===== src/rtl/calc_pkg.sv =====
// -----------------------------------------------------------------------------
// calc_pkg
// Shared definitions for the calculator host link: operator encodings, the
// ASCII characters used by the calculator terminal protocol, command and
// response line lengths, error codes, FSM state type and the operator to
// keystroke mapping.
// -----------------------------------------------------------------------------
package calc_pkg;

  localparam int CMD_LEN = 15;  // op, 6 digits, '.', 6 digits, CR
  localparam int RSP_LEN = 20;  // CR LF, sign/NaN, digits, '.', digits, " >> "

  localparam logic [2:0] OP_ADD = 3'd0;
  localparam logic [2:0] OP_SUB = 3'd1;
  localparam logic [2:0] OP_MUL = 3'd2;
  localparam logic [2:0] OP_DIV = 3'd3;
  localparam logic [2:0] OP_SIN = 3'd4;
  localparam logic [2:0] OP_COS = 3'd5;

  localparam logic [7:0] CR    = 8'h0D;
  localparam logic [7:0] LF    = 8'h0A;
  localparam logic [7:0] DOT   = 8'h2E;
  localparam logic [7:0] PLUS  = 8'h2B;
  localparam logic [7:0] MINUS = 8'h2D;
  localparam logic [7:0] SPACE = 8'h20;
  localparam logic [7:0] GT    = 8'h3E;
  localparam logic [7:0] STAR  = 8'h2A;
  localparam logic [7:0] SLASH = 8'h2F;
  localparam logic [7:0] CH_S  = 8'h73;
  localparam logic [7:0] CH_C  = 8'h63;
  localparam logic [7:0] CH_UN = 8'h4E;  // 'N'
  localparam logic [7:0] CH_LA = 8'h61;  // 'a'
  localparam logic [7:0] ZERO  = 8'h30;

  localparam logic [47:0] DIGITS_ZERO = {6{ZERO}};

  localparam logic [1:0] ERR_OK      = 2'b00;
  localparam logic [1:0] ERR_TIMEOUT = 2'b01;
  localparam logic [1:0] ERR_ECHO    = 2'b10;
  localparam logic [1:0] ERR_FRAME   = 2'b11;

  typedef enum logic [2:0] {
    ST_IDLE,
    ST_SEND,
    ST_GAP,
    ST_WAIT_ECHO,
    ST_COLLECT,
    ST_DONE
  } state_e;

  // Operator code to keystroke; unused codes fall back to '+'.
  function automatic logic [7:0] op_char(input logic [2:0] op);
    logic [7:0] c;
    c = PLUS;
    case (op)
      OP_ADD:  c = PLUS;
      OP_SUB:  c = MINUS;
      OP_MUL:  c = STAR;
      OP_DIV:  c = SLASH;
      OP_SIN:  c = CH_S;
      OP_COS:  c = CH_C;
      default: c = PLUS;
    endcase
    return c;
  endfunction

endpackage


===== src/rtl/calc_rsp_parser.sv =====
// -----------------------------------------------------------------------------
// calc_rsp_parser
// Combinational decode of one 20-byte calculator result line into fields.
// Byte 0 of the line sits in the most significant byte of line_i.
//   line_i      : 160-bit result line
//   neg_o       : sign character was '-'
//   nan_o       : line carries "NaN"
//   bfd_o/afd_o : ASCII digits before/after the point (all '0' for NaN)
//   frame_err_o : CR LF header, " >> " trailer or '.' position is wrong
// -----------------------------------------------------------------------------
module calc_rsp_parser
  import calc_pkg::*;
(
  input  logic [8*RSP_LEN-1:0] line_i,
  output logic                 neg_o,
  output logic                 nan_o,
  output logic [47:0]          bfd_o,
  output logic [47:0]          afd_o,
  output logic                 frame_err_o
);

  logic [7:0] byte_w [RSP_LEN];

  generate
    for (genvar gi = 0; gi < RSP_LEN; gi++) begin : g_bytes
      assign byte_w[gi] = line_i[8*(RSP_LEN-1-gi) +: 8];
    end
  endgenerate

  logic frame_ok;
  logic is_nan;
  logic dot_ok;

  assign frame_ok = (byte_w[0] == CR) && (byte_w[1] == LF) &&
                    (byte_w[16] == SPACE) && (byte_w[17] == GT) &&
                    (byte_w[18] == GT) && (byte_w[19] == SPACE);
  assign is_nan   = (byte_w[2] == CH_UN) && (byte_w[3] == CH_LA) && (byte_w[4] == CH_UN);
  assign dot_ok   = (byte_w[9] == DOT);

  assign nan_o       = is_nan;
  assign neg_o       = !is_nan && (byte_w[2] == MINUS);
  assign bfd_o       = is_nan ? DIGITS_ZERO
                              : {byte_w[3], byte_w[4], byte_w[5], byte_w[6], byte_w[7], byte_w[8]};
  assign afd_o       = is_nan ? DIGITS_ZERO
                              : {byte_w[10], byte_w[11], byte_w[12], byte_w[13], byte_w[14], byte_w[15]};
  // A NaN line has no decimal point, so only numeric lines need byte 9 = '.'.
  assign frame_err_o = !frame_ok || (!is_nan && !dot_ok);

endmodule


===== src/rtl/calc_host_link.sv =====
// -----------------------------------------------------------------------------
// calc_host_link
// Host-side initiator for the UART calculator terminal. Sends one command as
// 15 keystrokes, lock-stepping each against the calculator echo, then collects
// the 20-byte result line and presents it as parallel fields.
//
// Ports:
//   clk, reset_n          baud tick clock, asynchronous active-low reset
//   cmd_valid/cmd_ready   command handshake (ready only when idle)
//   cmd_op, cmd_bfd/afd   operator code and ASCII operand digits
//   tx_data, tx_wr_en     byte and one-cycle strobe towards uart_tx
//   tx_sent               uart_tx ready level
//   rx_data, rx_received  byte and byte-complete level from uart_rx
//   rsp_valid             one-cycle result strobe
//   rsp_neg, rsp_nan, rsp_bfd, rsp_afd, rsp_err   result fields
//
// Build option: define CALC_ECHO_CHECK_EN to compare each echo with the byte
// sent; otherwise only the arrival of an echo is awaited.
// -----------------------------------------------------------------------------
module calc_host_link
  import calc_pkg::*;
#(
  parameter int GAP_CYCLES     = 20,
  parameter int TIMEOUT_CYCLES = 4096,
  parameter int TO_W           = 16
) (
  input  logic        clk,
  input  logic        reset_n,
  input  logic        cmd_valid,
  output logic        cmd_ready,
  input  logic [2:0]  cmd_op,
  input  logic [47:0] cmd_bfd,
  input  logic [47:0] cmd_afd,
  output logic [7:0]  tx_data,
  output logic        tx_wr_en,
  input  logic        tx_sent,
  input  logic [7:0]  rx_data,
  input  logic        rx_received,
  output logic        rsp_valid,
  output logic        rsp_neg,
  output logic [47:0] rsp_bfd,
  output logic [47:0] rsp_afd,
  output logic        rsp_nan,
  output logic [1:0]  rsp_err
);

  localparam int GAP_W = $clog2(GAP_CYCLES + 1);
  localparam logic [GAP_W-1:0] GAP_LAST = GAP_W'(GAP_CYCLES - 1);
  localparam logic [TO_W-1:0]  TO_LAST  = TO_W'(TIMEOUT_CYCLES - 1);

  state_e                   state_q;
  logic [8*CMD_LEN-1:0]     tx_buf_q;
  logic [3:0]               tx_cnt_q;
  logic [GAP_W-1:0]         gap_cnt_q;
  logic [TO_W-1:0]          to_cnt_q;
  // Only the first 19 bytes are stored; the 20th is used straight from rx_data.
  logic [8*(RSP_LEN-1)-1:0] rx_buf_q;
  logic [4:0]               rx_cnt_q;
  logic                     rx_prev_q;
  logic                     err_echo_q;
  logic [7:0]               tx_data_q;
  logic                     tx_wr_en_q;
  logic                     rsp_valid_q;
  logic                     rsp_neg_q;
  logic                     rsp_nan_q;
  logic [47:0]              rsp_bfd_q;
  logic [47:0]              rsp_afd_q;
  logic [1:0]               rsp_err_q;

  logic                 rx_new;
  logic [8*RSP_LEN-1:0] rx_line_d;
  logic                 waiting_rx;
  logic                 timeout_d;
  logic                 last_rx_d;
  logic                 finish_d;

  logic        p_neg;
  logic        p_nan;
  logic [47:0] p_bfd;
  logic [47:0] p_afd;
  logic        p_frame_err;

  logic [1:0]  err_d;
  logic        neg_d;
  logic        nan_d;
  logic [47:0] bfd_d;
  logic [47:0] afd_d;

  assign rx_new     = rx_received & ~rx_prev_q;
  assign rx_line_d  = {rx_buf_q, rx_data};
  assign waiting_rx = (state_q == ST_WAIT_ECHO) || (state_q == ST_COLLECT);
  assign timeout_d  = waiting_rx && !rx_new && (to_cnt_q == TO_LAST);
  assign last_rx_d  = (state_q == ST_COLLECT) && rx_new && (rx_cnt_q == 5'(RSP_LEN - 1));
  assign finish_d   = timeout_d || last_rx_d;

  calc_rsp_parser u_parser (
    .line_i      (rx_line_d),
    .neg_o       (p_neg),
    .nan_o       (p_nan),
    .bfd_o       (p_bfd),
    .afd_o       (p_afd),
    .frame_err_o (p_frame_err)
  );

  // Result fields as they will be latched on entry to DONE. Any error
  // invalidates the fields.
  always_comb begin
    err_d = ERR_OK;
    neg_d = 1'b0;
    nan_d = 1'b0;
    bfd_d = DIGITS_ZERO;
    afd_d = DIGITS_ZERO;
    if (timeout_d) begin
      err_d = ERR_TIMEOUT;
    end else if (err_echo_q) begin
      err_d = ERR_ECHO;
    end else if (p_frame_err) begin
      err_d = ERR_FRAME;
    end else begin
      neg_d = p_neg;
      nan_d = p_nan;
      bfd_d = p_bfd;
      afd_d = p_afd;
    end
  end

  always_ff @(posedge clk or negedge reset_n) begin
    if (!reset_n) begin
      state_q     <= ST_IDLE;
      tx_buf_q    <= '0;
      tx_cnt_q    <= '0;
      gap_cnt_q   <= '0;
      to_cnt_q    <= '0;
      rx_buf_q    <= '0;
      rx_cnt_q    <= '0;
      rx_prev_q   <= 1'b0;
      err_echo_q  <= 1'b0;
      tx_data_q   <= '0;
      tx_wr_en_q  <= 1'b0;
      rsp_valid_q <= 1'b0;
      rsp_neg_q   <= 1'b0;
      rsp_nan_q   <= 1'b0;
      rsp_bfd_q   <= '0;
      rsp_afd_q   <= '0;
      rsp_err_q   <= ERR_OK;
    end else begin
      // Tracked in every state so bytes arriving while idle are swallowed.
      rx_prev_q   <= rx_received;
      tx_wr_en_q  <= 1'b0;
      rsp_valid_q <= 1'b0;

      case (state_q)
        ST_IDLE: begin
          if (cmd_valid) begin
            tx_buf_q   <= {op_char(cmd_op), cmd_bfd, DOT, cmd_afd, CR};
            tx_cnt_q   <= '0;
            rx_cnt_q   <= '0;
            err_echo_q <= 1'b0;
            state_q    <= ST_SEND;
          end
        end

        ST_SEND: begin
          if (rx_new) err_echo_q <= 1'b1;
          if (tx_sent) begin
            tx_data_q  <= tx_buf_q[8*CMD_LEN-1 -: 8];
            tx_wr_en_q <= 1'b1;
            tx_buf_q   <= {tx_buf_q[8*CMD_LEN-9:0], 8'h00};
            tx_cnt_q   <= tx_cnt_q + 4'd1;
            gap_cnt_q  <= '0;
            state_q    <= ST_GAP;
          end
        end

        ST_GAP: begin
          if (rx_new) err_echo_q <= 1'b1;
          if (gap_cnt_q == GAP_LAST) begin
            to_cnt_q <= '0;
            // The CR is not echoed on its own; the response line starts instead.
            state_q  <= (tx_cnt_q == 4'(CMD_LEN)) ? ST_COLLECT : ST_WAIT_ECHO;
          end else begin
            gap_cnt_q <= gap_cnt_q + 1'b1;
          end
        end

        ST_WAIT_ECHO: begin
          if (rx_new) begin
`ifdef CALC_ECHO_CHECK_EN
            if (rx_data != tx_data_q) err_echo_q <= 1'b1;
`endif
            state_q <= ST_SEND;
          end else begin
            to_cnt_q <= to_cnt_q + 1'b1;
          end
        end

        ST_COLLECT: begin
          if (rx_new) begin
            rx_buf_q <= rx_line_d[8*(RSP_LEN-1)-1:0];
            rx_cnt_q <= rx_cnt_q + 5'd1;
            to_cnt_q <= '0;
          end else begin
            to_cnt_q <= to_cnt_q + 1'b1;
          end
        end

        ST_DONE: begin
          state_q <= ST_IDLE;
        end

        default: state_q <= ST_IDLE;
      endcase

      // Timeout or final response byte: latch the result and strobe it while
      // the FSM sits in DONE.
      if (finish_d) begin
        rsp_valid_q <= 1'b1;
        rsp_err_q   <= err_d;
        rsp_neg_q   <= neg_d;
        rsp_nan_q   <= nan_d;
        rsp_bfd_q   <= bfd_d;
        rsp_afd_q   <= afd_d;
        state_q     <= ST_DONE;
      end
    end
  end

  assign cmd_ready = (state_q == ST_IDLE);
  assign tx_data   = tx_data_q;
  assign tx_wr_en  = tx_wr_en_q;
  assign rsp_valid = rsp_valid_q;
  assign rsp_neg   = rsp_neg_q;
  assign rsp_nan   = rsp_nan_q;
  assign rsp_bfd   = rsp_bfd_q;
  assign rsp_afd   = rsp_afd_q;
  assign rsp_err   = rsp_err_q;

endmodule


===== config.mk =====
export PLATFORM = sky130hd
export DESIGN_NAME = calc_host_link
export DESIGN_NICKNAME = d
export VERILOG_FILES = /design/src/rtl/calc_pkg.sv /design/src/rtl/calc_rsp_parser.sv /design/src/rtl/calc_host_link.sv
export SDC_FILE = /design/constraint.sdc
export NUM_CORES = 1
export LEC_CHECK = 0
export BUFFER_PORTS_ARGS = -buffer_cell sky130_fd_sc_hd__buf_2
export CAP_MARGIN = 25
export CORE_MARGIN = 4
export CORE_UTILIZATION = 45
export DETAILED_ROUTE_END_ITERATION = 16
export GPL_TIMING_DRIVEN = 0
export SLEW_MARGIN = 15
export SYNTH_ARGS = -nofsm -noshare
export SYNTH_HDL_FRONTEND = slang
export SYNTH_HIERARCHICAL = 1
export SYNTH_SLANG_ARGS = --single-unit

===== constraint.sdc =====
create_clock -name clk -period 4.45 [get_ports clk]
set_input_delay 0.89 -clock clk [delete_from_list [all_inputs] [get_ports clk]]
set_output_delay 0.89 -clock clk [all_outputs]
set_load 0.05 [all_outputs]

==> reports/qor.yml, run 1 <==
fillers: 3507
synth-seq-cells: 410
pwr-share-comb: 0.242
hpwl_um: 33200
fin_skew_ns: 0.0160
drt_iter0_drc: 836
grt_pass1_wl_um: 74800
post_cts_buffers: 0
cts_sinks: 410
routabilityCongestion: 0.828
areaGrowthSynthToFinish_pct: 18.7
p_switching_mw: 3.73
synthDistinctLibCells: 59
yosys.area_share.simple: 0.194
insertion_delay_ns: 0.57
final_cell_area_mm2: 0.0213
ctsHoldBuffers: 0
p_sw_frac: 0.324
drtAntennaViolNets: 0
synth.net_count: 1841
path_clk_slew_ns: 0.06
critPathCaptureType: "flip-flop"
synthArstFlopShare: 1.00
relSlewSlack: 0.432
final_cell_mix: "410 x dfrtp_1, 300 x nand2_1, 286 x buf_2"
core_area_mm2: 0.0390
synth_seq_area_share: 0.573
critPathLaunchType: "flip-flop"
synthFlopType: "dfrtp_1"
grt_max_degree: 97
worstMarginPinSlew_ns: 0.852
cap_violations: 0
mostFrequentLayoutCell: "dfrtp_1"
synthAdderAreaFrac: 0.00419
grt_use_total: 0.212
syn_area_per_cell_um2: 10.4
final-setup-viol-count: 0
synth_top_area_frac: 0.573
ctsRootBufferMaster: "clkbuf_16"
cts_max_path_buffers: 3
overflow: 0
synthCells: 1723
synth-edff-count: 0
rsz0062_at_grt: "false"
vdd_ir_drop_max_v: 0.000395
fmax_ghz: 0.245
netlist_area_mm2: 0.0179
p_clk_frac: 0.320
pre_cts_ws_ns: -0.360
synth_warnings: 6
drive_gt1_frac: 0.278
fin_ws_ns: 0.364
power.leakage_nw: 10.5
cts_buffers: 44
cp_cell_sequence: "nand4b_1 > or4b_1 > nor4_4 > buf_2 > o21ai_0 > nor2_1 > clkbuf_2 > clkbuf_1 > nand3_1 > a21oi_1"
power_density_mw_per_mm2: 542
rows: 72
rr_startpoint: "rx_buf_q[112]$_DFFE_PN0P_"
dieWidth_um: 208
reg2reg_slack_ns: 0.36
finalNetCount: 2113
viasPerCell: 5.29
grt_pass1_vias: 13493
r2r-end: "rsp_afd[33]$_DFFE_PN0P_"
ff2ff_path_depth: 10
path_max_fanout: 10
period_share: 0.918
postCtsResizedCells: 0
synthXorXnorAreaFrac: 0.00391
path_class: "reg -> reg"
io_buffers: 222
cts_tree: "done"
io_pins: 223
route.vias.total: 13490
placed_area_mm2: 0.0198
path_depth: 10
cpMaxStageDelayCell: "nor4_4"
drcViolationCount: 0
synth_compound_area_frac: 0.0886
p_int_mw: 7.80
route.detailed.wl_per_inst_um: 18.1
finalNonFillerCells: 2549
hold_ws_ns: 0.373
synth_top_family_by_area: "simple AND/OR/NAND/NOR gates"
required_ns: 4.94
fin_crit_ns: 4.09
status: "complete, no violations"
dieHeight_um: 208
start_util: 0.459
dieArea_mm2: 0.0431
routed_wl_um: 46200
timing.setup.tns_ns: 0
slew_violations: 0
min_path_type: "in -> async"
synth_area_leaders: "dfrtp_1 57%, mux2_2 9.6%, nand2_1 6.3%"
hold_viol: 0
htreeDepth: 2
dr.pass1.iters: 5
antenna_found_initial: 3
seqPwrFrac: 0.439
cpPeakStageDelay_ns: 0.69
cp.buffers_inverters: 3
path_delay_family: "simple AND/OR/NAND/NOR gates"
synth_mux_area_frac: 0.0979
yosys.area.top_type: "dfrtp_1"
dp_cells: 2467
crit_arrival_ns: 4.57
==> final cells by class <==
type,instances,area (µm²),share of cell area
well taps,518,648,0.0305
inverters,9,33.8,0.00159
clock inverters,11,87.6,0.00412
flip-flops and latches,410,10300,0.482
repair buffers,226,1230,0.0579
multi-input cells,1168,6960,0.327
diodes,3,7.51,0.000353
plain buffers,136,662,0.0311
clock buffers,68,1380,0.0650
==> stage by stage <==
stage               power (mW)  utilization
floorplan                 7.02            -
global placement          7.82        0.504
detailed placement        7.92        0.507
CTS                       11.6        0.545
global route              12.3        0.545
finish                    11.5        0.545
==> flip-flops by register name, indices dropped and copies added (netlist names), 2 cells and up <==
| register | flops |
|---|---|
| gap_cnt_q | 5 |
| rsp_afd | 48 |
| rsp_bfd | 48 |
| rsp_err | 2 |
| rx_buf_q | 152 |
| rx_cnt_q | 5 |
| state_q | 3 |
| to_cnt_q | 16 |
| tx_buf_q | 113 |
| tx_cnt_q | 4 |
| tx_data | 8 |
==> worst register-to-register path, cell delays in order, from the launching register on <==
cell and delay (ns):
dfrtp_1 0.44, nand4b_1 0.23, or4b_1 0.54, nor4_4 0.69
buf_2 0.33, o21ai_0 0.17, nor2_1 0.39, clkbuf_2 0.45
clkbuf_1 0.44, nand3_1 0.16, a21oi_1 0.18
==> kinds of logic after synthesis <==
family,after synthesis
xor gates and xnor gates,8
muxes,156
adders and majority gates,6
and+or+nand+nor,731
buffers and inverters,145
AOI/OAI and AO/OA,267
DFF,410
==> metal layers <==
layer / track usage / vias up / wire length (µm)
met4: 0.0570 / 0 / 907
li1: - / 6495 / -
met1: 0.314 / 6622 / 22000
met3: 0.0360 / 61 / 2410
met2: 0.326 / 312 / 20900
met5: 0 / - / 0
==> how the worst max path moves through the flow <==
| stage | from | to | slack [ns] |
|---|---|---|---|
| finish | rx_buf_q[112]$_DFFE_PN0P_ | rsp_afd[33]$_DFFE_PN0P_ | 0.36 |
| global route | rx_buf_q[112]$_DFFE_PN0P_ | rsp_bfd[11]$_DFFE_PN0P_ | 0.16 |
| CTS | rx_buf_q[112]$_DFFE_PN0P_ | rsp_afd[33]$_DFFE_PN0P_ | 0.12 |
| detailed placement | rx_data[4] | rsp_afd[33]$_DFFE_PN0P_ | -0.36 |
| global placement | reset_n | rsp_afd[8]$_DFFE_PN0P_ | -5.72 |
| floorplan | rx_data[4] | rsp_afd[15]$_DFFE_PN0P_ | 1.17 |
==> power groups by stage <==
stage / combinational (mW) / clock, mW / sequential [mW]
3_5_place_dp: 2.81 / 0 / 5.10
5_1_grt: 3.17 / 3.94 / 5.16
6_report: 2.79 / 3.69 / 5.06
3_3_place_gp: 2.74 / 0 / 5.09
4_1_cts: 2.81 / 3.78 / 5.05
2_1_floorplan: 1.95 / 0 / 5.06
==> synth_stat cells, types with 7 or more instances <==
master / number
clkbuf_1: 56
a21oi_1: 103
nand2_1: 300
o21ai_0: 23
o21ai_1: 10
a31oi_1: 90
inv_1: 8
nand4_1: 13
a22o_1: 12
o31ai_1: 12
nor4b_1: 8
mux2_2: 153
buf_2: 65
nor3_1: 27
or4_1: 13
nand2b_1: 7
nor2b_1: 69
nor2_1: 139
buf_6: 8
nand3_1: 85
or2_2: 24
dfrtp_1: 410
nor4_1: 9
No activity file was read; power rests on OpenSTA's default activity.
==> run 2, diff against run 1 <==
--- a/config.mk
+++ b/config.mk
@@ -9,8 +9,10 @@
 export CAP_MARGIN = 25
 export CORE_MARGIN = 4
 export CORE_UTILIZATION = 45
+export CTS_CLUSTER_DIAMETER = 50
 export DETAILED_ROUTE_END_ITERATION = 16
 export GPL_TIMING_DRIVEN = 0
+export PLACE_DENSITY = 0.71
 export SLEW_MARGIN = 15
 export SYNTH_ARGS = -nofsm -noshare
 export SYNTH_HDL_FRONTEND = slang
==> run 2 against run 1 <==
Against the previous run:
- sequential share of layout area about the same
- core utilization about the same
- hold slack got worse by 0.045 ns
- via count increased by 1.9%
- critical endpoint is now rsp_afd[16]$_DFFE_PN0P_
==> reports/qor.yml, run 2 (same netlist as run 1, synthesis figures left out) <==
hpwl_um: 32100
ctsRootBufferMaster: "clkbuf_16"
timing.setup.tns_ns: 0
dp_cells: 2467
grt_max_degree: 98
min_path_type: "in -> async"
crit_arrival_ns: 4.70
antenna_found_initial: 6
cts_buffers: 45
fin_skew_ns: 0.0270
start_util: 0.459
top_register: "rx_buf_q"
dieWidth_um: 208
drive_gt1_frac: 0.276
finalNetCount: 2114
critPathCaptureType: "flip-flop"
relSlewSlack: 0.356
routabilityCongestion: 0.860
reg.largest.list: "rx_buf_q x152, tx_buf_q x113"
drt_iter0_drc: 892
pre_cts_ws_ns: -0.228
cpPeakStageDelay_ns: 0.70
postCtsResizedCells: 0
final_cell_area_mm2: 0.0213
worstMarginPinSlew_ns: 0.966
cp_cell_sequence: "nand4b_1 > or4b_1 > nor4_4 > buf_2 > o21ai_0 > nor2_1 > clkbuf_1 > clkbuf_1 > nand3_1 > a21oi_1"
io_pins: 223
placed_area_mm2: 0.0198
path_class: "reg -> reg"
route.detailed.wl_per_inst_um: 17.4
vdd_ir_drop_max_v: 0.000365
rsz0062_at_grt: "false"
cts_tree: "done"
grt_pass1_wl_um: 72800
viasPerCell: 5.38
io_buffers: 222
status: "complete, no violations"
reg2reg_slack_ns: 0.23
largest_register_ff_count: 152
mostFrequentLayoutCell: "dfrtp_1"
hold_ws_ns: 0.328
cap_violations: 0
areaGrowthSynthToFinish_pct: 18.8
drcViolationCount: 0
period_share: 0.949
overflow: 0
routed_wl_um: 44500
rows: 72
required_ns: 4.93
rr_startpoint: "rx_buf_q[112]$_DFFE_PN0P_"
route.vias.total: 13751
drtAntennaViolNets: 0
cts_sinks: 410
path_max_fanout: 10
dieHeight_um: 208
cpMaxStageDelayCell: "nor4_4"
power.leakage_nw: 10.4
power_density_mw_per_mm2: 543
critical_path.startpoint: "rx_buf_q[112]$_DFFE_PN0P_"
htreeDepth: 2
final-setup-viol-count: 0
finalNonFillerCells: 2555
dr.pass1.iters: 5
fin_crit_ns: 4.22
dieArea_mm2: 0.0431
fmax_ghz: 0.237
final_cell_mix: "410 x dfrtp_1, 300 x nand2_1, 286 x buf_2"
post_cts_buffers: 0
fin_ws_ns: 0.229
hold_viol: 0
slew_violations: 0
cts_max_path_buffers: 3
cpMostUsedCell: "clkbuf_1"
grt_pass1_vias: 13884
path_clk_slew_ns: 0.06
critPathLaunchType: "flip-flop"
insertion_delay_ns: 0.57
grt_use_total: 0.204
core_area_mm2: 0.0390
ctsHoldBuffers: 0
## run 2: cell types whose count changed in the layout (fill, tap and decap cells not counted)
| cell | change |
|---|---|
| clkbuf_1 | +5 |
| clkinv_8 | +1 |
| clkinv_2 | -1 |
| clkbuf_2 | -1 |
| inv_6 | -2 |
| clkinvlp_4 | +2 |
| clkbuf_16 | +1 |
| diode_2 | +3 |
| clkbuf_8 | -5 |
| inv_8 | +1 |
| clkinv_4 | +2 |
## run 2: final cells by class
cell class	instances	area, µm²
Clock buffer	68	1350
Sequential cell	410	10300
Fill cell	3424	17700
Antenna cell	6	15.0
Timing Repair Buffer	226	1230
Inverter	9	33.8
Tap cell	518	648
Buffer	136	661
Clock inverter	14	125
Multi-Input combinational cell	1168	6960
## run 2: worst paths after layout
| kind | endpoint | cells past startpoint |
|---|---|---|
| min in group clk | rx_prev_q$_DFF_PN0_ | 1 |
| worst min register to register | tx_data[6]$_DFFE_PN0P_ | 2 |
| max in group asynchronous | rx_buf_q[104]$_DFFE_PN0P_ | 3 |
| worst max register to register | rsp_afd[16]$_DFFE_PN0P_ | 10 |
| worst min-delay path | tx_buf_q[75]$_DFFE_PN0P_ | 1 |
| worst max-delay path | rsp_afd[16]$_DFFE_PN0P_ | 10 |
## run 2: critical path: cells and delay by family (launching register included)
| family | cells | cell delay [ns] |
|---|---|---|
| AO/OA/AOI/OAI | 2 | 0.39 |
| buffers and inverters | 3 | 1.32 |
| flip-flops | 1 | 0.43 |
| AND/OR/NAND/NOR | 5 | 2.00 |
## run 2: where the power goes
group	switching, mW	internal [mW]
logic	1.75	1.07
clock network	1.51	2.17
registers	0.517	4.54
total	3.78	7.77
## run 2: per-stage QoR
stage,power [mW],util
detailed placement,7.91,0.507
finish,11.6,0.546
CTS,11.6,0.545
global route,12.2,0.546
floorplan,7.02,-
global placement,7.78,0.504
## run 2: per-layer routing
| metal | share of wire | vias up | wire length, µm | track usage |
|---|---|---|---|---|
| met2 | 0.47 | 346 | 20800 | 0.328 |
| met3 | 0.057 | 81 | 2530 | 0.0381 |
| met5 | 0 | - | 0 | 0 |
| met4 | 0.032 | 0 | 1440 | 0.0762 |
| li1 | - | 6512 | - | - |
| met1 | 0.44 | 6812 | 19700 | 0.279 |
